`src/rtl/dec_parity_16bit.sv`:
```
// SECDED decoder for the 16-bit codeword of the 11-bit data encoder.
// Two-stage valid/ready pipeline with full backpressure and saturating error counters.
module dec_parity_16bit #(
  parameter int CNT_W = 16
) (
  input  logic             clk,
  input  logic             rst,
  input  logic [15:0]      code_in,
  input  logic             in_valid,
  output logic             in_ready,
  output logic [10:0]      data_out,
  output logic             err_single,
  output logic             err_double,
  output logic [4:0]       err_pos,
  output logic             out_valid,
  input  logic             out_ready,
  input  logic             cnt_clr,
  output logic [CNT_W-1:0] cnt_single,
  output logic [CNT_W-1:0] cnt_double
);

  // Row i lists the data bits covered by parity p_i.
  localparam logic [4:0][10:0] HMASK = {11'h6D5, 11'h5B3, 11'h38F, 11'h07F, 11'h769};

  function automatic logic [4:0] hcol(int j);
    logic [4:0] c;
    for (int k = 0; k < 5; k++) c[k] = HMASK[k][j];
    return c;
  endfunction

  logic [2:1]       vld_pipe_q;
  logic [15:0]      code_q;
  logic [10:0]      data_q, data_d;
  logic             sgl_q, sgl_d, dbl_q, dbl_d;
  logic [4:0]       pos_q, pos_d;
  logic [4:0]       syn;
  logic [CNT_W-1:0] cs_q, cd_q;
  logic             adv1, adv2, out_hs;

  assign adv2     = !vld_pipe_q[2] || out_ready;
  assign adv1     = adv2 || !vld_pipe_q[1];
  assign in_ready = adv1;
  assign out_hs   = vld_pipe_q[2] && out_ready;

  always_comb begin
    for (int i = 0; i < 5; i++) syn[i] = code_q[11+i] ^ (^(code_q[10:0] & HMASK[i]));
  end

  // Odd-weight syndromes are single errors; nonzero even ones are uncorrectable.
  always_comb begin
    data_d = code_q[10:0];
    sgl_d  = 1'b0;
    dbl_d  = 1'b0;
    pos_d  = 5'd0;
    if (^syn) begin
      sgl_d = 1'b1;
      for (int j = 0; j < 11; j++) begin
        if (syn == hcol(j)) begin
          data_d[j] = ~code_q[j];
          pos_d     = 5'(j + 1);
        end
      end
      for (int i = 0; i < 5; i++) begin
        if (syn == 5'(1 << i)) pos_d = 5'(16 + i);
      end
    end else if (syn != 5'd0) begin
      dbl_d = 1'b1;
    end
  end

  always_ff @(posedge clk or posedge rst) begin
    if (rst) begin
      vld_pipe_q <= '0;
      code_q     <= '0;
      data_q     <= '0;
      sgl_q      <= 1'b0;
      dbl_q      <= 1'b0;
      pos_q      <= '0;
    end else begin
      if (adv1) begin
        vld_pipe_q[1] <= in_valid;
        if (in_valid) code_q <= code_in;
      end
      if (adv2) begin
        vld_pipe_q[2] <= vld_pipe_q[1];
        if (vld_pipe_q[1]) begin
          data_q <= data_d;
          sgl_q  <= sgl_d;
          dbl_q  <= dbl_d;
          pos_q  <= pos_d;
        end
      end
    end
  end

  always_ff @(posedge clk or posedge rst) begin
    if (rst) begin
      cs_q <= '0;
      cd_q <= '0;
    end else if (cnt_clr) begin
      cs_q <= '0;
      cd_q <= '0;
    end else if (out_hs) begin
      if (sgl_q && cs_q != '1) cs_q <= cs_q + 1'b1;
      if (dbl_q && cd_q != '1) cd_q <= cd_q + 1'b1;
    end
  end

  assign out_valid  = vld_pipe_q[2];
  assign data_out   = data_q;
  assign err_single = sgl_q;
  assign err_double = dbl_q;
  assign err_pos    = pos_q;
  assign cnt_single = cs_q;
  assign cnt_double = cd_q;

endmodule
```
`config.mk`:
```
export PLATFORM = sky130hd
export DESIGN_NAME = dec_parity_16bit
export DESIGN_NICKNAME = d
export VERILOG_FILES = /design/src/rtl/dec_parity_16bit.sv
export SDC_FILE = /design/constraint.sdc
export NUM_CORES = 1
export LEC_CHECK = 0
export ABC_AREA = 0
export CAP_MARGIN = 20
export CORE_MARGIN = 2
export CORE_UTILIZATION = 41
export CTS_BUF_LIST = sky130_fd_sc_hd__clkbuf_16
export CTS_CLUSTER_SIZE = 40
export DETAILED_ROUTE_END_ITERATION = 7
export GPL_TIMING_DRIVEN = 0
export PLACE_DENSITY_LB_ADDON = 0.3
export SYNTH_ARGS = -nofsm -noshare
export SYNTH_HDL_FRONTEND = slang
export SYNTH_SLANG_ARGS = --single-unit
```
`constraint.sdc`:
```
create_clock -name clk -period 3.3 [get_ports clk]
set_input_delay 0.495 -clock clk [delete_from_list [all_inputs] [get_ports clk]]
set_output_delay 0.495 -clock clk [all_outputs]
set_load 0.03 [all_outputs]
```
==> flow_metrics.env <==
export IMPL_status="complete, no violations"
export IMPL_post_cts_buffers=0
export IMPL_num_rows=35
export IMPL_grt_start_max_net_pins=69
export IMPL_cts_buffers=9
export IMPL_cts_root_buf="clkbuf_16"
export IMPL_crit_fanout=8
export IMPL_final_cell_mix="71 x clkdlybuf4s50_1, 68 x dfrtp_1, 38 x nor2_1"
export IMPL_drt_iter0_markers=212
export IMPL_fmax_ghz=0.333
export IMPL_ctsResizeCount=0
export IMPL_finalClockSkew_ns=0.00792
export IMPL_syn_nets=415
export IMPL_cts_hold_buf=0
export IMPL_cp_data_arrival_time_ns=3.27
export IMPL_synth_top_cell_by_area="dfrtp_1"
export IMPL_critPathLaunchType="flip-flop"
export IMPL_synth_edff_count=0
export IMPL_vias_per_cell=5.30
export IMPL_antenna_cells=0
export IMPL_grt_use_total_pct=18.3
export IMPL_syn_avg_cell_area_um2=10.0
export IMPL_p_total_uw=4940
export IMPL_ios=73
export IMPL_synth_area_leaders="dfrtp_1 44%, xor2_1 8.6%, xnor2_1 6.3%"
export IMPL_grt_pass1_vias=2985
export IMPL_yosysTopAreaCellShare_pct=44.0
export IMPL_layout_nets=497
export IMPL_p_leak_uw=0.00208
export IMPL_seq_area_frac_synth_pct=44.0
export IMPL_drc=0
export IMPL_rsz0062_at_grt="false"
export IMPL_wl_per_cell_um=15.3
export IMPL_grt_ovfl_total=0
export IMPL_core_um2=9200
export IMPL_min_period_over_period_pct=91.1
export IMPL_cap_violations=0
export IMPL_syn_inst=386
export IMPL_period_minus_slack_ns=3.01
export IMPL_drt_first_pass_iters=5
export IMPL_cts_path_max_buffers=2
export IMPL_critical_path_max_stage_delay_ns=0.45
export IMPL_clock_latency_ns=0.33
export IMPL_path_clk_slew_ns=0.05
export IMPL_final_common_cell="clkdlybuf4s50_1"
export IMPL_crit_chain="xnor2_1 > xor2_1 > xnor2_1 > ha_1 > xor2_2 > xnor2_1 > nand2_1 > nor4b_1 > a21o_1"
export IMPL_path_common_cell="xnor2_1"
export IMPL_grt_pass1_wl_um=14700
export IMPL_fp_dieH_um=101
export IMPL_fp_dieW_um=101
export IMPL_die_area_um2=10200
export IMPL_critical_path_class="reg -> reg"
export IMPL_yosys_most_used_dff="dfrtp_1"
export IMPL_fin_setup_tns_ns=0
export IMPL_yosys_register_bits=68
export IMPL_vias=3095
export IMPL_hold_viol_final=0
export IMPL_grt_antenna_before_repair=0
export IMPL_ir_drop_mv=0.676
export IMPL_critical_path_top_delay_family="XOR/XNOR gates"
export IMPL_setup_violations=0
export IMPL_dp_hpwl_um=6670
export IMPL_critPathSlowestCell="dfrtp_1"
export IMPL_worstMarginPinSlew_ns=0.838
export IMPL_tritoncts="done"
export IMPL_yosysWarnings=0
export IMPL_slew_headroom_pct=44.1
export IMPL_io_buffers=71
export IMPL_cp_end_kind="flip-flop"
export IMPL_final_max_slew_viol_count=0
export IMPL_netlist_area_um2=3870
export IMPL_worstPathRequired_ns=3.56
export IMPL_clock_sinks=68
export IMPL_syn_to_final_growth_pct=31.2
export IMPL_drt_total_wl_um=8940
export IMPL_htree_levels=3
export IMPL_hold_class="reg -> reg"
export IMPL_initial_core_util_pct=42.1
export IMPL_drive_gt1_share_pct=11.2
export IMPL_cellPowerDensity_nw_per_um2=973
export IMPL_async_flop_share_pct=100
export IMPL_place_congestion=0.825
export IMPL_ant_nets=0
export IMPL_path_buf_inv=0
export IMPL_synth_lib_cells_used_distinct=52
==> cell usage after synthesis, drive strengths merged, types with 8 or more instances <==
cell,instances
dfrtp,68
xor2,41
nor2,39
nand2,36
xnor2,33
nand3,19
mux2,18
o21ai,16
clkbuf,12
nor3,12
nand4,11
inv,9
a21oi,8
ha,8
==> power by group <==
group / total (uW) / switching [uW] / internal, uW
Clock: 1090 / 356 / 735
Sequential: 1060 / 106 / 958
Combinational: 2780 / 1730 / 1050
==> path summary, 6_finish.rpt <==
kind,from,endpoint,slack [ns],cells after the start
setup / recovery,code_q[9]$_DFFE_PP0P_,err_pos[3]$_DFFE_PP0P_,0.29,9
hold / removal,data_out[4]$_DFFE_PP0P_,data_out[4]$_DFFE_PP0P_,0.48,2
setup reg to reg,code_q[9]$_DFFE_PP0P_,err_pos[3]$_DFFE_PP0P_,0.29,9
hold reg to reg,data_out[4]$_DFFE_PP0P_,data_out[4]$_DFFE_PP0P_,0.48,2
max in group asynchronous,rst,err_pos[3]$_DFFE_PP0P_,2.05,2
min in group asynchronous,rst,cnt_double[0]$_DFFE_PP0P_,0.69,2
==> final cells by class <==
cell class,count,area (um2)
repair buffers,71,711
plain buffers,15,66.3
inverters,9,36.3
clock inverters,7,114
clock buffers,9,225
multi-input cells,294,2080
well taps,111,139
flip-flops and latches,68,1700
fillers,826,4120
==> through the flow <==
step	cell area, um2	instances	hold WS (ns)	worst slack, ns	util (%)
floorplan	3870	386	0.471	0.577	-
global placement	4720	568	0.463	-0.128	51.3
detailed placement	4720	568	0.472	0.148	51.3
CTS	5060	584	0.478	0.146	55.0
global route	5070	584	0.495	0.0782	55.2
finish	5070	584	0.475	0.294	55.2
==> registers in the layout, indices dropped and copies added (netlist names) <==
name / flops
err_double: 1
cnt_single: 16
vld_pipe_q: 2
cnt_double: 16
err_pos: 5
code_q: 16
err_single: 1
data_out: 11
==> metal layers <==
metal	GRT usage, %	share of wire (%)	vias up
li1	-	-	1503
met1	26.1	49	1502
met2	27.8	45	78
met3	3.17	4.0	12
met4	6.96	1.6	0
met5	0	0	-
==> cell families after synthesis <==
group           count (synthesis)  synth area share [%]
simple gates                  144                  18.1
xor+xnor                       74                  18.3
flops                          68                  44.0
compound gates                 46                  8.05
buf+inv                        24                  2.59
mux                            22                  6.37
fa+ha+maj                       8                  2.59
==> worst register-to-register path: stages, from the launching register on <==
cell and delay [ns]:
dfrtp_1 0.45, xnor2_1 0.34, xor2_1 0.38, xnor2_1 0.19, ha_1 0.40, xor2_2 0.36
xnor2_1 0.18, nand2_1 0.17, nor4b_1 0.35, a21o_1 0.12
No activity file was read; power rests on OpenSTA's default activity.
